--- src/rtl/move_select_pkg.sv ---
// Shared types and field positions for the move selection stage.
// Locations are {column, row} nibbles; pieces are {side, type}.
package move_select_pkg;

   typedef enum logic [2:0] {
      ST_IDLE     = 3'd0,
      ST_LOOK_SRC = 3'd1,
      ST_HELD     = 3'd2,
      ST_LOOK_DST = 3'd3,
      ST_ISSUE    = 3'd4
   } state_t;

   localparam int PIECE_SIDE_BIT = 3;
   localparam int PIECE_TYPE_MSB = 2;
   localparam int PIECE_TYPE_LSB = 0;

   localparam logic [3:0] EMPTY = 4'h0;
   localparam logic       RED   = 1'b0;
   localparam logic       BLACK = 1'b1;

   localparam int LOC_COL_MSB = 7;
   localparam int LOC_COL_LSB = 4;
   localparam int LOC_ROW_MSB = 3;
   localparam int LOC_ROW_LSB = 0;

   function automatic logic [3:0] loc_col(input logic [7:0] loc);
      return loc[LOC_COL_MSB:LOC_COL_LSB];
   endfunction

   function automatic logic [3:0] loc_row(input logic [7:0] loc);
      return loc[LOC_ROW_MSB:LOC_ROW_LSB];
   endfunction

   // A square holds a piece of the given side only if its type is nonzero.
   function automatic logic is_own(input logic [3:0] piece,
                                   input logic       side);
      return (piece != EMPTY) &&
             (piece[PIECE_TYPE_MSB:PIECE_TYPE_LSB] != 3'd0) &&
             (piece[PIECE_SIDE_BIT] == side);
   endfunction

endpackage

--- src/rtl/loc_range_check.sv ---
// Combinational check that a {column,row} location lies on the board.
// Both fields are compared unsigned; nothing wraps or clamps.
module loc_range_check
   import move_select_pkg::*;
#(
   parameter int NCOL = 9,
   parameter int NROW = 10
) (
   input  logic [7:0] location,
   output logic       in_range
);

   localparam logic [4:0] NCOL_W = 5'(NCOL);
   localparam logic [4:0] NROW_W = 5'(NROW);

   always_comb begin
      in_range = ({1'b0, loc_col(location)} < NCOL_W) &&
                 ({1'b0, loc_row(location)} < NROW_W);
   end

endmodule

--- src/rtl/move_select.sv ---
// Two-click move selection: pick an own piece, then a destination,
// and hold the resulting move until the board engine accepts it.
module move_select
   import move_select_pkg::*;
#(
   parameter int NCOL = 9,
   parameter int NROW = 10
) (
   input  logic       clk,
   input  logic       rst,
   input  logic [7:0] location,
   input  logic       request,
   output logic [7:0] query_addr,
   input  logic [3:0] board_piece,
   output logic       move_valid,
   output logic [7:0] move_src,
   output logic [7:0] move_dst,
   input  logic       move_ack,
   output logic       sel_valid,
   output logic [7:0] sel_loc,
   output logic       turn,
   output logic       err
);

   state_t     state_q, state_d;
   logic [7:0] query_addr_q, query_addr_d;
   logic       move_valid_q, move_valid_d;
   logic [7:0] move_src_q, move_src_d;
   logic [7:0] move_dst_q, move_dst_d;
   logic       sel_valid_q, sel_valid_d;
   logic [7:0] sel_loc_q, sel_loc_d;
   logic       turn_q, turn_d;
   logic       err_q, err_d;
   logic       in_range;
   logic       own_piece;

   loc_range_check #(
      .NCOL (NCOL),
      .NROW (NROW)
   ) u_range (
      .location (location),
      .in_range (in_range)
   );

   assign own_piece = is_own(board_piece, turn_q);

   always_comb begin
      state_d      = state_q;
      query_addr_d = query_addr_q;
      move_valid_d = move_valid_q;
      move_src_d   = move_src_q;
      move_dst_d   = move_dst_q;
      sel_valid_d  = sel_valid_q;
      sel_loc_d    = sel_loc_q;
      turn_d       = turn_q;
      err_d        = 1'b0;
      unique case (state_q)
         ST_IDLE: begin
            if (request) begin
               if (in_range) begin
                  query_addr_d = location;
                  state_d      = ST_LOOK_SRC;
               end else begin
                  err_d = 1'b1;
               end
            end
         end
         ST_LOOK_SRC: begin
            if (own_piece) begin
               sel_loc_d   = query_addr_q;
               sel_valid_d = 1'b1;
               state_d     = ST_HELD;
            end else begin
               err_d   = 1'b1;
               state_d = ST_IDLE;
            end
         end
         ST_HELD: begin
            if (request) begin
               if (in_range) begin
                  query_addr_d = location;
                  state_d      = ST_LOOK_DST;
               end else begin
                  err_d = 1'b1;
               end
            end
         end
         ST_LOOK_DST: begin
            // Clicking the held square again cancels the selection.
            if (query_addr_q == sel_loc_q) begin
               sel_valid_d = 1'b0;
               state_d     = ST_IDLE;
            end else if (own_piece) begin
               sel_loc_d = query_addr_q;
               state_d   = ST_HELD;
            end else begin
               move_src_d   = sel_loc_q;
               move_dst_d   = query_addr_q;
               move_valid_d = 1'b1;
               state_d      = ST_ISSUE;
            end
         end
         ST_ISSUE: begin
            if (move_ack) begin
               move_valid_d = 1'b0;
               sel_valid_d  = 1'b0;
               turn_d       = (turn_q == RED) ? BLACK : RED;
               state_d      = ST_IDLE;
            end
         end
         default: begin
            state_d = ST_IDLE;
         end
      endcase
   end

   always_ff @(posedge clk) begin
      if (rst) begin
         state_q      <= ST_IDLE;
         query_addr_q <= 8'h00;
         move_valid_q <= 1'b0;
         move_src_q   <= 8'h00;
         move_dst_q   <= 8'h00;
         sel_valid_q  <= 1'b0;
         sel_loc_q    <= 8'h00;
         turn_q       <= RED;
         err_q        <= 1'b0;
      end else begin
         state_q      <= state_d;
         query_addr_q <= query_addr_d;
         move_valid_q <= move_valid_d;
         move_src_q   <= move_src_d;
         move_dst_q   <= move_dst_d;
         sel_valid_q  <= sel_valid_d;
         sel_loc_q    <= sel_loc_d;
         turn_q       <= turn_d;
         err_q        <= err_d;
      end
   end

   assign query_addr = query_addr_q;
   assign move_valid = move_valid_q;
   assign move_src   = move_src_q;
   assign move_dst   = move_dst_q;
   assign sel_valid  = sel_valid_q;
   assign sel_loc    = sel_loc_q;
   assign turn       = turn_q;
   assign err        = err_q;

endmodule

--- config.mk ---
export PLATFORM = sky130hd
export DESIGN_NAME = move_select
export DESIGN_NICKNAME = d
export VERILOG_FILES = /design/src/rtl/move_select_pkg.sv /design/src/rtl/loc_range_check.sv /design/src/rtl/move_select.sv
export SDC_FILE = /design/constraint.sdc
export NUM_CORES = 1
export LEC_CHECK = 0
export BUFFER_PORTS_ARGS = -buffer_cell sky130_fd_sc_hd__buf_2
export CAP_MARGIN = 20
export CORE_MARGIN = 2
export CORE_UTILIZATION = 50
export DETAILED_ROUTE_END_ITERATION = 16
export PLACE_DENSITY = 0.76
export SYNTH_ARGS = -nofsm -noshare
export SYNTH_HDL_FRONTEND = slang
export SYNTH_HIERARCHICAL = 1
export SYNTH_SLANG_ARGS = --single-unit
--- constraint.sdc ---
create_clock -name clk -period 2.1 [get_ports clk]
set_clock_uncertainty 0.05 [all_clocks]
set_input_delay 0 -clock clk [delete_from_list [all_inputs] [get_ports clk]]
set_output_delay 0 -clock clk [all_outputs]
set_load 0.05 [all_outputs]
# Word-level counts from Yosys, hierarchy flattened
# Cells that the tools add are included.
[op_classes]
n_bitwise = 2
n_reduce_logical = 17
n_lt_le_gt_ge = 2
eq_ne = 15
muxes = 24
[ops]
columns = ["op", "count"]
rows = [
  ["$mux 3", 7],
  ["$ne 2x2->1 const B", 9],
  ["$mux 8", 2],
  ["$pmux 8 s2", 1],
  ["$pmux 3 s5", 1],
  ["$mux 1", 9],
  ["$eq 8x8->1", 1],
  ["$lt 4x4->1 const B", 2],
  ["$reduce_and 4->1", 2],
  ["$eq 3x2->1 const B", 2],
  ["$reduce_and 3->1", 2],
  ["$reduce_bool 3->1", 2],
  ["$reduce_and 5->1", 1],
  ["$pmux 1 s2", 2],
  ["$reduce_and 2->1", 2],
  ["$reduce_bool 2->1", 2],
  ["$reduce_bool 4->1", 1],
  ["$eq 3x1->1 const B", 1],
  ["$eq 3x3->1 const B", 1],
  ["$logic_and 1x1->1", 3],
  ["$logic_not 3->1", 1],
  ["$pmux 1 s3", 1],
  ["$mux 2", 1],
  ["$not 1->1", 2],
  ["other kinds (2)", 2],
]
[word_totals]
out_inout_bits = 36
register_bits = 39

# Depth between registers and ports, before layout
# Gate-level depths: netlist of run 1.
[depth]
depth_word = 6
mapped_depth = 6
mapped_depth_nobuf = 5

# Cells and area by module
# Netlist of run 1, hierarchy kept.
[modules_own_cells]
columns = ["module", "cells_per_inst", "area_each_um2", "instances"]
rows = [
  ["move_select", 220, 1928.1, 1],
  ["loc_range_check", 3, 18.8, 1],
]

# Least setup slack after synthesis of run 1
# No wires, ideal clock.
[synth_path]
path_type = "register to register"
start = "reg query_addr_q[6] (netlist: query_addr[6])"
end = "reg move_src_q[5] (netlist: move_src[5])"
path_stages_with_launch = 7
required_time_ns = 1.929
n_path_buf = 2
path_slack_ns = 0.028
arrival_ns = 1.901
cell_sequence = "dfxtp_1 > xnor2_1 > and4_4 > a211o_1 > buf_6 > buf_12 > mux2_4"
[synth_between]
elab_chain_cells = 3
[synth_lines]
columns = ["element", "line_no", "text"]
rows = [
  ["from (decl)", "move_select.sv:26", "logic [7:0] query_addr_q, query_addr_d;"],
  ["from (signal assigned)", "move_select.sv:130", "query_addr_q <= query_addr_d;"],
  ["$eq 8x8->1", "move_select.sv:90", "if (query_addr_q == sel_loc_q) begin"],
  ["$not 1->1 (no source line)", "-", ""],
  ["$reduce_and 3->1 (no source line)", "-", ""],
  ["to (signal assigned)", "move_select.sv:132", "move_src_q <= move_src_d;"],
  ["to (decl)", "move_select.sv:28", "logic [7:0] move_src_q, move_src_d;"],
]
# Every way passes these cells.
# A chain may end at the register's enable or synchronous reset.

# Final worst setup path of run 1
[layout_path]
start = "reg query_addr_q[4] (netlist: query_addr[4])"
end = "reg move_src_q[3] (netlist: move_src[3])"
# The elaborated chain is that of the path after synthesis.

==> flow_summary.html, run 1 <==
<table>
<tr><th>Metric</th><th>Value</th></tr>
<tr><th colspan="2">Power and ir drop</th></tr>
<tr><td>Leakage dissipation</td><td>1.11 nW</td></tr>
<tr><td>Power density over cell area</td><td>651 nW/um^2</td></tr>
<tr><td>Largest voltage drop on the vdd net</td><td>498 uV</td></tr>
<tr><th colspan="2">STA</th></tr>
<tr><td>Final hold violations</td><td>0</td></tr>
<tr><td>Highest clock frequency the design can meet</td><td>532 MHz</td></tr>
<tr><td>Period Utilization, post-route</td><td>89.5%</td></tr>
<tr><td>Slew margin rel.</td><td>34.5%</td></tr>
<tr><td>Post-Route Setup TNS</td><td>0 ps</td></tr>
<tr><td>Unrepaired setup endpoints after global routing</td><td>no</td></tr>
<tr><td>Crit path time final</td><td>1880 ps</td></tr>
<tr><td>Slew of the pin with the lowest slew margin</td><td>981 ps</td></tr>
<tr><td>Max Transition Viols Final</td><td>0</td></tr>
<tr><td>Count of final setup violators</td><td>0</td></tr>
<tr><th colspan="2">Clock network</th></tr>
<tr><td>Post CTS Setup Buffer Count</td><td>0</td></tr>
<tr><td>Count of hold buffers inserted by post-cts repair</td><td>9</td></tr>
<tr><td>Sink Count</td><td>39</td></tr>
<tr><td>Root buffer cell</td><td>clkbuf_8</td></tr>
<tr><td>Clock latency reported for the late side of the worst-skew pair</td><td>290 ps</td></tr>
<tr><td>TritonCTS buffer count</td><td>5</td></tr>
<tr><td>CTS clk-pin slew, worst paths</td><td>80 ps</td></tr>
<tr><td>Maximum count of clock buffers along a single path</td><td>2</td></tr>
<tr><td>Resized Gates After CTS</td><td>0</td></tr>
<tr><td>TritonCTS clock tree</td><td>built</td></tr>
<tr><td>Number of H-tree levels</td><td>2</td></tr>
<tr><th colspan="2">Layout</th></tr>
<tr><td>Total Nets Final</td><td>299</td></tr>
<tr><td>Leading cell type in the layout, fill and taps excluded</td><td>buf_2</td></tr>
<tr><td>Area of all placed cells without fillers</td><td>2460 um^2</td></tr>
<tr><td>Area growth syn-to-layout</td><td>26.5%</td></tr>
<tr><td>Diodes inserted</td><td>0</td></tr>
<tr><td>Leading cell types in the layout, fill and taps excluded</td><td>51 x buf_2, 43 x nand2_1, 39 x dfxtp_1, 16 x mux2i_1, 14 x nor2b_1</td></tr>
<tr><td># fillers</td><td>335</td></tr>
<tr><td>Fraction of final layout cells with drive strength greater than 1</td><td>28.5%</td></tr>
<tr><th colspan="2">Synthesis</th></tr>
<tr><td>Mapped Cells</td><td>223</td></tr>
<tr><td>Warnings from Yosys</td><td>6</td></tr>
<tr><td>Sequential fraction of the synthesis area</td><td>40.1%</td></tr>
<tr><td>Netlist Area Pre-Place</td><td>1950 um^2</td></tr>
<tr><td>Post-Synthesis Mean Instance Area</td><td>8.73 um^2</td></tr>
<tr><td>Flip-flop and latch count after synthesis</td><td>39</td></tr>
<tr><td>Net count after synthesis</td><td>239</td></tr>
<tr><td>Synth cell types</td><td>38</td></tr>
<tr><th colspan="2">Setup path</th></tr>
<tr><td>Startpoint type of the worst setup path</td><td>flip-flop</td></tr>
<tr><td>Signal arrival time at the worst endpoint</td><td>2020 ps</td></tr>
<tr><td>Worst Setup Path Type</td><td>flip-flop to flip-flop</td></tr>
<tr><td>Data required time at the worst endpoint</td><td>2240 ps</td></tr>
<tr><td>CP Capture Type</td><td>flip-flop</td></tr>
<tr><td>Peak fanout along the critical path</td><td>9</td></tr>
<tr><th colspan="2">Route</th></tr>
<tr><td>Total iterations of the first detailed-routing run</td><td>4</td></tr>
<tr><td>Vias/cell</td><td>5.55</td></tr>
<tr><td>Residual antenna-violating net count after detailed routing</td><td>0</td></tr>
<tr><td>Number of design rule violations left after detail routing</td><td>0</td></tr>
<tr><td>Count of routing violations after the opening detailed-route iteration</td><td>140</td></tr>
<tr><td>Routed len/inst</td><td>14.9 um</td></tr>
<tr><td>Total vias in the final route</td><td>1843</td></tr>
<tr><td>Final Routed Wirelength</td><td>4950 um</td></tr>
<tr><th colspan="2">GRT</th></tr>
<tr><td>Initial antenna violation count</td><td>0</td></tr>
<tr><td>Number of global-route vias before repair</td><td>1632</td></tr>
<tr><td>Wire length of the first global-routing pass</td><td>7910 um</td></tr>
<tr><td>Grt ovf</td><td>0</td></tr>
<tr><td>Largest net degree at the start of global routing</td><td>37</td></tr>
<tr><td>Overall routing resource usage</td><td>23.7%</td></tr>
<tr><th colspan="2">Die</th></tr>
<tr><td>Vertical die dimension</td><td>66.4 um</td></tr>
<tr><td>Core area</td><td>3720 um^2</td></tr>
<tr><td>Initial standard-cell utilization of the core</td><td>52.4%</td></tr>
<tr><td>Count of pins on the block boundary</td><td>52</td></tr>
<tr><td>Count of standard-cell rows</td><td>22</td></tr>
<tr><td>Die Area</td><td>4410 um^2</td></tr>
<tr><td>Die outline width</td><td>66.4 um</td></tr>
<tr><th colspan="2">Place</th></tr>
<tr><td>Number of port buffers</td><td>51</td></tr>
<tr><td>Gpl congestion</td><td>0.860</td></tr>
<tr><td>Cell area after placement</td><td>2260 um^2</td></tr>
<tr><td>DP Wirelength</td><td>3300 um</td></tr>
<tr><th colspan="2">Worst hold path</th></tr>
<tr><td>Hold/Removal Path Class</td><td>primary input to flip-flop</td></tr>
<tr><th colspan="2">Flow run</th></tr>
<tr><td>Maximum Capacitance Violations</td><td>0</td></tr>
<tr><th colspan="2">Outcome</th></tr>
<tr><td>Status</td><td>finished, final reports clean</td></tr>
</table>
cells in the mapped netlist (all sizes together):
cell type  instances  area [um^2]
dfxtp             39          781
xnor2              8         70.1
a211o              1         8.76
or4                8         60.1
inv                2         7.51
a21boi             1         7.51
a41o               1         10.0
nand2             43          161
nand3b             2         15.0
o211ai             1         7.51
mux2i             16          160
a211oi             1         7.51
nor2               5         18.8
buf                5         45.0
nor3               2         10.0
nand3             11         55.1
nor4b              1         8.76
mux2               7         82.6
nand4              3         18.8
clkbuf            14         52.6
o21ai              2         10.0
o2111ai            9         78.8
nor4bb             1         10.0
and3               7         43.8
or4b               1         10.0
and4               2         20.0
a21oi             10         50.1
xor2               2         17.5
nand4bb            1         11.3
nor2b             14         87.6
o31ai              1         7.51
and2               1         6.26
nor4               1         6.26
metrics by stage:
step	cells	hold slack, ps	util [%]	power, mW	worst slack (ps)
finish	332	70.3	66.3	1.60	219
detailed placement	315	203	60.8	0.974	227
global placement	315	194	60.8	0.973	289
floorplan	223	86.0	-	0.906	27.7
CTS	332	73.0	66.3	1.60	225
global route	332	91.7	66.3	1.65	104
final cells by class:
type / count / area, um^2 / share of cell area (%)
Inverter: 2 / 7.51 / 0.305
Clock inverter: 3 / 43.8 / 1.78
Timing Repair Buffer: 72 / 435 / 17.7
Multi-Input combinational cell: 163 / 1070 / 43.3
Tap cell: 48 / 60.1 / 2.44
Clock buffer: 5 / 68.8 / 2.79
Sequential cell: 39 / 781 / 31.7
state kept, by name, summed over array words and instances (netlist names):
name	cells
query_addr	8
move_dst	8
move_src	8
turn	1
state_q	3
err	1
sel_valid	1
move_valid	1
sel_loc	8
final timing paths:
check                           slack (ps)          end           from  depth (start not counted)
worst min-delay path                    70          err        request                          3
worst max-delay path                   220  move_src[3]  query_addr[4]                          4
worst max register to register         220  move_src[3]  query_addr[4]                          4
worst min register to register         410  move_dst[7]    move_dst[7]                          2
power by group:
part / internal (mW) / total [mW] / switching, mW
sequential: 0.750 / 0.763 / 0.0137
combinational: 0.0756 / 0.211 / 0.136
clock: 0.354 / 0.630 / 0.276
worst max-delay path: stages (launching register included):
cell     delay, ps
dfxtp_1        500
xnor2_1        190
and4_4         260
a211o_1        390
mux2_2         380
metal layers:
| metal | GRT usage, % | vias to the layer above | routed length (um) |
|---|---|---|---|
| met1 | 32.7 | 849 | 2230 |
| li1 | - | 914 | - |
| met4 | 5.36 | 0 | 36 |
| met3 | 5.96 | 4 | 365 |
| met2 | 37.1 | 76 | 2310 |
| met5 | 0 | - | 0 |
kinds of logic after synthesis:
family                    count (synthesis)  synth area share, %
xor gates and xnor gates                 10                 4.50
and+or+nand+nor                         103                 27.9
muxes                                    23                 12.5
AOI/OAI and AO/OA                        27                 9.64
DFF                                      39                 40.1
buffers and inverters                    21                 5.40
No activity file was read; power rests on OpenSTA's default activity.
==> run 2: changes to the inputs <==
- CELL_PAD_IN_SITES_DETAIL_PLACEMENT: not set -> 2
- CELL_PAD_IN_SITES_GLOBAL_PLACEMENT: not set -> 2
- CORE_MARGIN: 2 -> 4
- CORE_UTILIZATION: 50 -> 30
- PLACE_DENSITY: 0.76 -> not set
- PLACE_DENSITY_LB_ADDON: not set -> 0.1
==> flow_summary.html, run 2 (same netlist as run 1, synthesis figures left out) <==
<table>
<tr><th>Metric</th><th>Value</th></tr>
<tr><th colspan="2">Outcome</th></tr>
<tr><td>Status</td><td>finished, final reports clean</td></tr>
<tr><th colspan="2">Route</th></tr>
<tr><td>Final Routed Wirelength</td><td>6660 um</td></tr>
<tr><td>Vias/cell</td><td>5.16</td></tr>
<tr><td>Number of design rule violations left after detail routing</td><td>0</td></tr>
<tr><td>Residual antenna-violating net count after detailed routing</td><td>0</td></tr>
<tr><td>Routed len/inst</td><td>18.3 um</td></tr>
<tr><td>Total vias in the final route</td><td>1880</td></tr>
<tr><td>Count of routing violations after the opening detailed-route iteration</td><td>86</td></tr>
<tr><td>Total iterations of the first detailed-routing run</td><td>4</td></tr>
<tr><th colspan="2">GRT</th></tr>
<tr><td>Grt ovf</td><td>0</td></tr>
<tr><td>Overall routing resource usage</td><td>18.1%</td></tr>
<tr><td>Wire length of the first global-routing pass</td><td>10800 um</td></tr>
<tr><td>Largest net degree at the start of global routing</td><td>37</td></tr>
<tr><td>Initial antenna violation count</td><td>0</td></tr>
<tr><td>Number of global-route vias before repair</td><td>1998</td></tr>
<tr><th colspan="2">Clock network</th></tr>
<tr><td>Maximum count of clock buffers along a single path</td><td>2</td></tr>
<tr><td>Root buffer cell</td><td>clkbuf_8</td></tr>
<tr><td>TritonCTS buffer count</td><td>5</td></tr>
<tr><td>TritonCTS clock tree</td><td>built</td></tr>
<tr><td>CTS clk-pin slew, worst paths</td><td>80 ps</td></tr>
<tr><td>Sink Count</td><td>39</td></tr>
<tr><td>Clock latency reported for the late side of the worst-skew pair</td><td>290 ps</td></tr>
<tr><td>Number of H-tree levels</td><td>2</td></tr>
<tr><th colspan="2">STA</th></tr>
<tr><td>Period Utilization, post-route</td><td>91.5%</td></tr>
<tr><td>Unrepaired setup endpoints after global routing</td><td>no</td></tr>
<tr><td>Count of final setup violators</td><td>0</td></tr>
<tr><td>Max Transition Viols Final</td><td>0</td></tr>
<tr><td>Highest clock frequency the design can meet</td><td>520 MHz</td></tr>
<tr><td>Post-Route Setup TNS</td><td>0 ps</td></tr>
<tr><td>Crit path time final</td><td>1920 ps</td></tr>
<tr><td>Slew margin rel.</td><td>65.3%</td></tr>
<tr><td>Final hold violations</td><td>0</td></tr>
<tr><td>Slew of the pin with the lowest slew margin</td><td>517 ps</td></tr>
<tr><th colspan="2">Setup path</th></tr>
<tr><td>Critical Path Slowest Stage Cell</td><td>dfxtp_1</td></tr>
<tr><td>Peak fanout along the critical path</td><td>12</td></tr>
<tr><td>CP Capture Type</td><td>flip-flop</td></tr>
<tr><td>Startpoint type of the worst setup path</td><td>flip-flop</td></tr>
<tr><td>Worst Setup Path Type</td><td>flip-flop to flip-flop</td></tr>
<tr><td>Signal arrival time at the worst endpoint</td><td>2060 ps</td></tr>
<tr><td>Data required time at the worst endpoint</td><td>2230 ps</td></tr>
<tr><td>Delay of the slowest cell on the worst path</td><td>500 ps</td></tr>
<tr><td>Worst-path cell chain</td><td>xnor2_1 &gt; and4_4 &gt; a211o_1 &gt; buf_4 &gt; mux2_2</td></tr>
<tr><th colspan="2">Power and ir drop</th></tr>
<tr><td>Power density over cell area</td><td>687 nW/um^2</td></tr>
<tr><td>Largest voltage drop on the vdd net</td><td>305 uV</td></tr>
<tr><td>Leakage dissipation</td><td>1.13 nW</td></tr>
<tr><th colspan="2">Layout</th></tr>
<tr><td>Fraction of final layout cells with drive strength greater than 1</td><td>28.9%</td></tr>
<tr><td>Multi-input logic area</td><td>1070 um^2</td></tr>
<tr><td># fillers</td><td>746</td></tr>
<tr><td>Leading cell types in the layout, fill and taps excluded</td><td>51 x buf_2, 43 x nand2_1, 39 x dfxtp_1, 16 x mux2i_1, 15 x buf_4</td></tr>
<tr><td>Area growth syn-to-layout</td><td>30.6%</td></tr>
<tr><td>Final Core Density</td><td>40.3%</td></tr>
<tr><td>Diodes inserted</td><td>0</td></tr>
<tr><td>Leading cell type in the layout, fill and taps excluded</td><td>buf_2</td></tr>
<tr><td>Register cell area after layout</td><td>781 um^2</td></tr>
<tr><td>Total Nets Final</td><td>302</td></tr>
<tr><th colspan="2">Die</th></tr>
<tr><td>Die Area</td><td>7840 um^2</td></tr>
<tr><td>Count of standard-cell rows</td><td>29</td></tr>
<tr><td>Vertical die dimension</td><td>88.6 um</td></tr>
<tr><td>Count of pins on the block boundary</td><td>52</td></tr>
<tr><td>Initial standard-cell utilization of the core</td><td>30.8%</td></tr>
<tr><td>Die outline width</td><td>88.6 um</td></tr>
<tr><td>Core area</td><td>6310 um^2</td></tr>
<tr><th colspan="2">Place</th></tr>
<tr><td>Number of port buffers</td><td>51</td></tr>
<tr><td>DP Wirelength</td><td>4800 um</td></tr>
<tr><td>Gpl congestion</td><td>0.807</td></tr>
<tr><th colspan="2">Flow run</th></tr>
<tr><td>Maximum Capacitance Violations</td><td>0</td></tr>
<tr><th colspan="2">Worst hold path</th></tr>
<tr><td>Hold/Removal Path Class</td><td>primary input to flip-flop</td></tr>
</table>
[run 2: layout make-up]
class / instances / area share, %
Clock inverter: 2 / 2.36
Tap cell: 77 / 3.79
Sequential cell: 39 / 30.7
Inverter: 2 / 0.295
Timing Repair Buffer: 75 / 18.0
Multi-Input combinational cell: 163 / 42.0
Clock buffer: 6 / 2.85
[run 2: critical path: cells and delay by family, from the launching register on]
kind            cells  cell delay [ps]
buf+inv             1              240
flops               1              500
xor+xnor            1              210
compound gates      1              170
simple gates        1              280
mux                 1              360
[run 2: stage by stage]
stage / hold slack [ps] / setup slack, ps / power, mW / area (um^2) / cells
2_1_floorplan: 86.0 / 27.7 / 0.906 / 1950 / 223
3_3_place_gp: 209 / 262 / 0.992 / 2320 / 347
3_5_place_dp: 216 / 195 / 0.995 / 2320 / 347
4_1_cts: 91.6 / 147 / 1.77 / 2540 / 364
5_1_grt: 101 / 101 / 1.82 / 2540 / 364
6_report: 94.2 / 179 / 1.75 / 2540 / 364
[run 2: timing repair]
| item | 4_1_cts | 5_1_grt |
|---|---|---|
| endpoints found under the hold margin | 9 | 0 |
| hold buffers | 9 | 0 |
| setup buffers | 0 | 0 |
| resized for setup | 0 | 0 |
[run 2: per-layer routing]
metal / vias up / track usage [%] / routed length (um)
met5: - / 0 / 0
li1: 911 / - / -
met2: 39 / 30.5 / 3270
met1: 925 / 23.9 / 3080
met3: 5 / 3.91 / 246
met4: 0 / 3.71 / 57
[run 2: where the power goes]
group | total (mW) | switching, mW | internal, mW
sequential | 0.763 | 0.0130 | 0.750
combinational | 0.228 | 0.152 | 0.0766
clock | 0.755 | 0.279 | 0.475
[run 2: path summary, 6_finish.rpt]
kind / start / to / slack, ps / cells after the start
hold reg to reg: move_src[6] / move_src[6] / 410 / 2
setup reg to reg: query_addr[4] / move_src[0] / 180 / 5
hold / removal: request / err / 90 / 3
setup / recovery: query_addr[4] / move_src[0] / 180 / 5
==> run 3: changes to the inputs <==
- PLACE_DENSITY_LB_ADDON: 0.1 -> 0.05
- SETUP_SLACK_MARGIN: not set -> 0.5
==> flow_summary.html, run 3 (same netlist as run 1, synthesis figures left out) <==
<table>
<tr><th>Metric</th><th>Value</th></tr>
<tr><th colspan="2">Outcome</th></tr>
<tr><td>Status</td><td>finished, final reports clean</td></tr>
<tr><th colspan="2">Setup path</th></tr>
<tr><td>Data required time at the worst endpoint</td><td>2290 ps</td></tr>
<tr><td>CP Capture Type</td><td>flip-flop</td></tr>
<tr><td>Startpoint type of the worst setup path</td><td>flip-flop</td></tr>
<tr><td>Peak fanout along the critical path</td><td>9</td></tr>
<tr><td>Worst Setup Path Type</td><td>flip-flop to flip-flop</td></tr>
<tr><td>Signal arrival time at the worst endpoint</td><td>1810 ps</td></tr>
<tr><th colspan="2">Layout</th></tr>
<tr><td>Area growth syn-to-layout</td><td>50.3%</td></tr>
<tr><td>Total Nets Final</td><td>317</td></tr>
<tr><td>Leading cell types in the layout, fill and taps excluded</td><td>52 x buf_2, 43 x nand2_1, 22 x buf_4, 20 x dfxtp_1, 17 x dfxtp_4</td></tr>
<tr><td>Leading cell type in the layout, fill and taps excluded</td><td>buf_2</td></tr>
<tr><td>Diodes inserted</td><td>0</td></tr>
<tr><td>Fraction of final layout cells with drive strength greater than 1</td><td>45.7%</td></tr>
<tr><td>Final Core Density</td><td>46.4%</td></tr>
<tr><th colspan="2">GRT</th></tr>
<tr><td>Number of global-route vias before repair</td><td>2078</td></tr>
<tr><td>Initial antenna violation count</td><td>0</td></tr>
<tr><td>Largest net degree at the start of global routing</td><td>37</td></tr>
<tr><td>Grt ovf</td><td>0</td></tr>
<tr><td>Wire length of the first global-routing pass</td><td>11300 um</td></tr>
<tr><td>Overall routing resource usage</td><td>18.9%</td></tr>
<tr><th colspan="2">Clock network</th></tr>
<tr><td>Root buffer cell</td><td>clkbuf_8</td></tr>
<tr><td>Maximum count of clock buffers along a single path</td><td>2</td></tr>
<tr><td>TritonCTS clock tree</td><td>built</td></tr>
<tr><td>CTS clk-pin slew, worst paths</td><td>90 ps</td></tr>
<tr><td>TritonCTS buffer count</td><td>5</td></tr>
<tr><td>Sink Count</td><td>39</td></tr>
<tr><td>Clock latency reported for the late side of the worst-skew pair</td><td>310 ps</td></tr>
<tr><td>Number of H-tree levels</td><td>2</td></tr>
<tr><th colspan="2">STA</th></tr>
<tr><td>Period Utilization, post-route</td><td>77.3%</td></tr>
<tr><td>Highest clock frequency the design can meet</td><td>616 MHz</td></tr>
<tr><td>Post-route worst hold slack</td><td>95.8 ps</td></tr>
<tr><td>Slew of the pin with the lowest slew margin</td><td>714 ps</td></tr>
<tr><td>Final hold violations</td><td>0</td></tr>
<tr><td>Unrepaired setup endpoints after global routing</td><td>yes</td></tr>
<tr><td>Slew margin rel.</td><td>52.3%</td></tr>
<tr><td>Count of final setup violators</td><td>0</td></tr>
<tr><td>Post-Route Setup TNS</td><td>0 ps</td></tr>
<tr><td>Max Transition Viols Final</td><td>0</td></tr>
<tr><td>Crit path time final</td><td>1620 ps</td></tr>
<tr><th colspan="2">Die</th></tr>
<tr><td>Die Area</td><td>7840 um^2</td></tr>
<tr><td>Count of standard-cell rows</td><td>29</td></tr>
<tr><td>Count of pins on the block boundary</td><td>52</td></tr>
<tr><td>Core area</td><td>6310 um^2</td></tr>
<tr><td>Initial standard-cell utilization of the core</td><td>30.8%</td></tr>
<tr><td>Vertical die dimension</td><td>88.6 um</td></tr>
<tr><td>Die outline width</td><td>88.6 um</td></tr>
<tr><th colspan="2">Route</th></tr>
<tr><td>Total vias in the final route</td><td>2028</td></tr>
<tr><td>Total iterations of the first detailed-routing run</td><td>4</td></tr>
<tr><td>Vias/cell</td><td>5.35</td></tr>
<tr><td>Count of routing violations after the opening detailed-route iteration</td><td>90</td></tr>
<tr><td>Number of design rule violations left after detail routing</td><td>0</td></tr>
<tr><td>Routed len/inst</td><td>20.7 um</td></tr>
<tr><td>Residual antenna-violating net count after detailed routing</td><td>0</td></tr>
<tr><td>Final Routed Wirelength</td><td>7840 um</td></tr>
<tr><th colspan="2">Power and ir drop</th></tr>
<tr><td>Largest voltage drop on the vdd net</td><td>241 uV</td></tr>
<tr><td>Total power of the final layout</td><td>1.74 mW</td></tr>
<tr><td>Leakage dissipation</td><td>1.28 nW</td></tr>
<tr><td>Power density over cell area</td><td>593 nW/um^2</td></tr>
<tr><th colspan="2">Worst hold path</th></tr>
<tr><td>Hold/Removal Path Class</td><td>primary input to flip-flop</td></tr>
<tr><th colspan="2">Flow run</th></tr>
<tr><td>Maximum Capacitance Violations</td><td>0</td></tr>
<tr><th colspan="2">Place</th></tr>
<tr><td>Gpl congestion</td><td>0.779</td></tr>
<tr><td>Number of port buffers</td><td>51</td></tr>
<tr><td>DP Wirelength</td><td>4510 um</td></tr>
</table>
-- run 3: changes by cell type in the layout (fill, tap and decap cells not counted), moves of 3 or more --
cell,change
xnor2_1,-8
dfxtp_1,-19
clkbuf_16,+3
xnor2_2,+7
dfxtp_4,+17
buf_4,+7
buf_6,+4
-- run 3: final timing paths --
| kind | start | endpoint | slack, ps | cells after the start |
|---|---|---|---|---|
| setup / recovery | sel_loc[5] | sel_loc[0] | 480 | 5 |
| hold / removal | request | state_q[0] | 100 | 3 |
| setup reg to reg | sel_loc[5] | sel_loc[0] | 480 | 5 |
| hold reg to reg | move_valid | move_valid | 410 | 2 |
-- run 3: power by group --
part	switching, mW	internal (mW)	leakage, nW	total [mW]
Combinational	0.180	0.123	0.891	0.303
Sequential	0.0156	0.734	0.329	0.749
Clock	0.304	0.380	0.0618	0.684
Total	0.499	1.24	1.28	1.74
-- run 3: critical path, stage by stage, from the launching register on --
cell	delay (ps)
dfxtp_4	370
xnor2_2	190
nand4_1	170
buf_4	210
or4_1	460
nand3_1	100
-- run 3: layer usage --
metal	GRT usage, %	up-vias	share of wire, %
met5	0	-	0
met4	4.95	0	1.2
met3	2.98	7	3.9
met2	31.5	46	51
met1	25.5	1025	44
li1	-	950	-
-- run 3: through the flow --
step | setup slack, ps | cells | instance area [um^2]
after CTS | 477 | 371 | 2770
after detailed placement | 244 | 343 | 2410
after global placement | 309 | 343 | 2410
final | 476 | 379 | 2930
after floorplan | 348 | 223 | 2080
after global routing | 386 | 379 | 2930
-- run 3: layout make-up --
cell class | instances | area [um^2]
Fill cell | 699 | 3390
Multi-Input combinational cell | 164 | 1250
Clock buffer | 8 | 123
Timing Repair Buffer | 89 | 606
Inverter | 2 | 7.51
Sequential cell | 39 | 847
Tap cell | 77 | 96.3
-- run 3: what timing repair did --
item	4_1_cts	5_1_grt
hold buffers	9	0
setup endpoints to repair	26	33
setup buffers	11	5
pin swaps	3	5
gates cloned	0	3
endpoints found under the hold margin	9	0
gates resized for setup	13	17
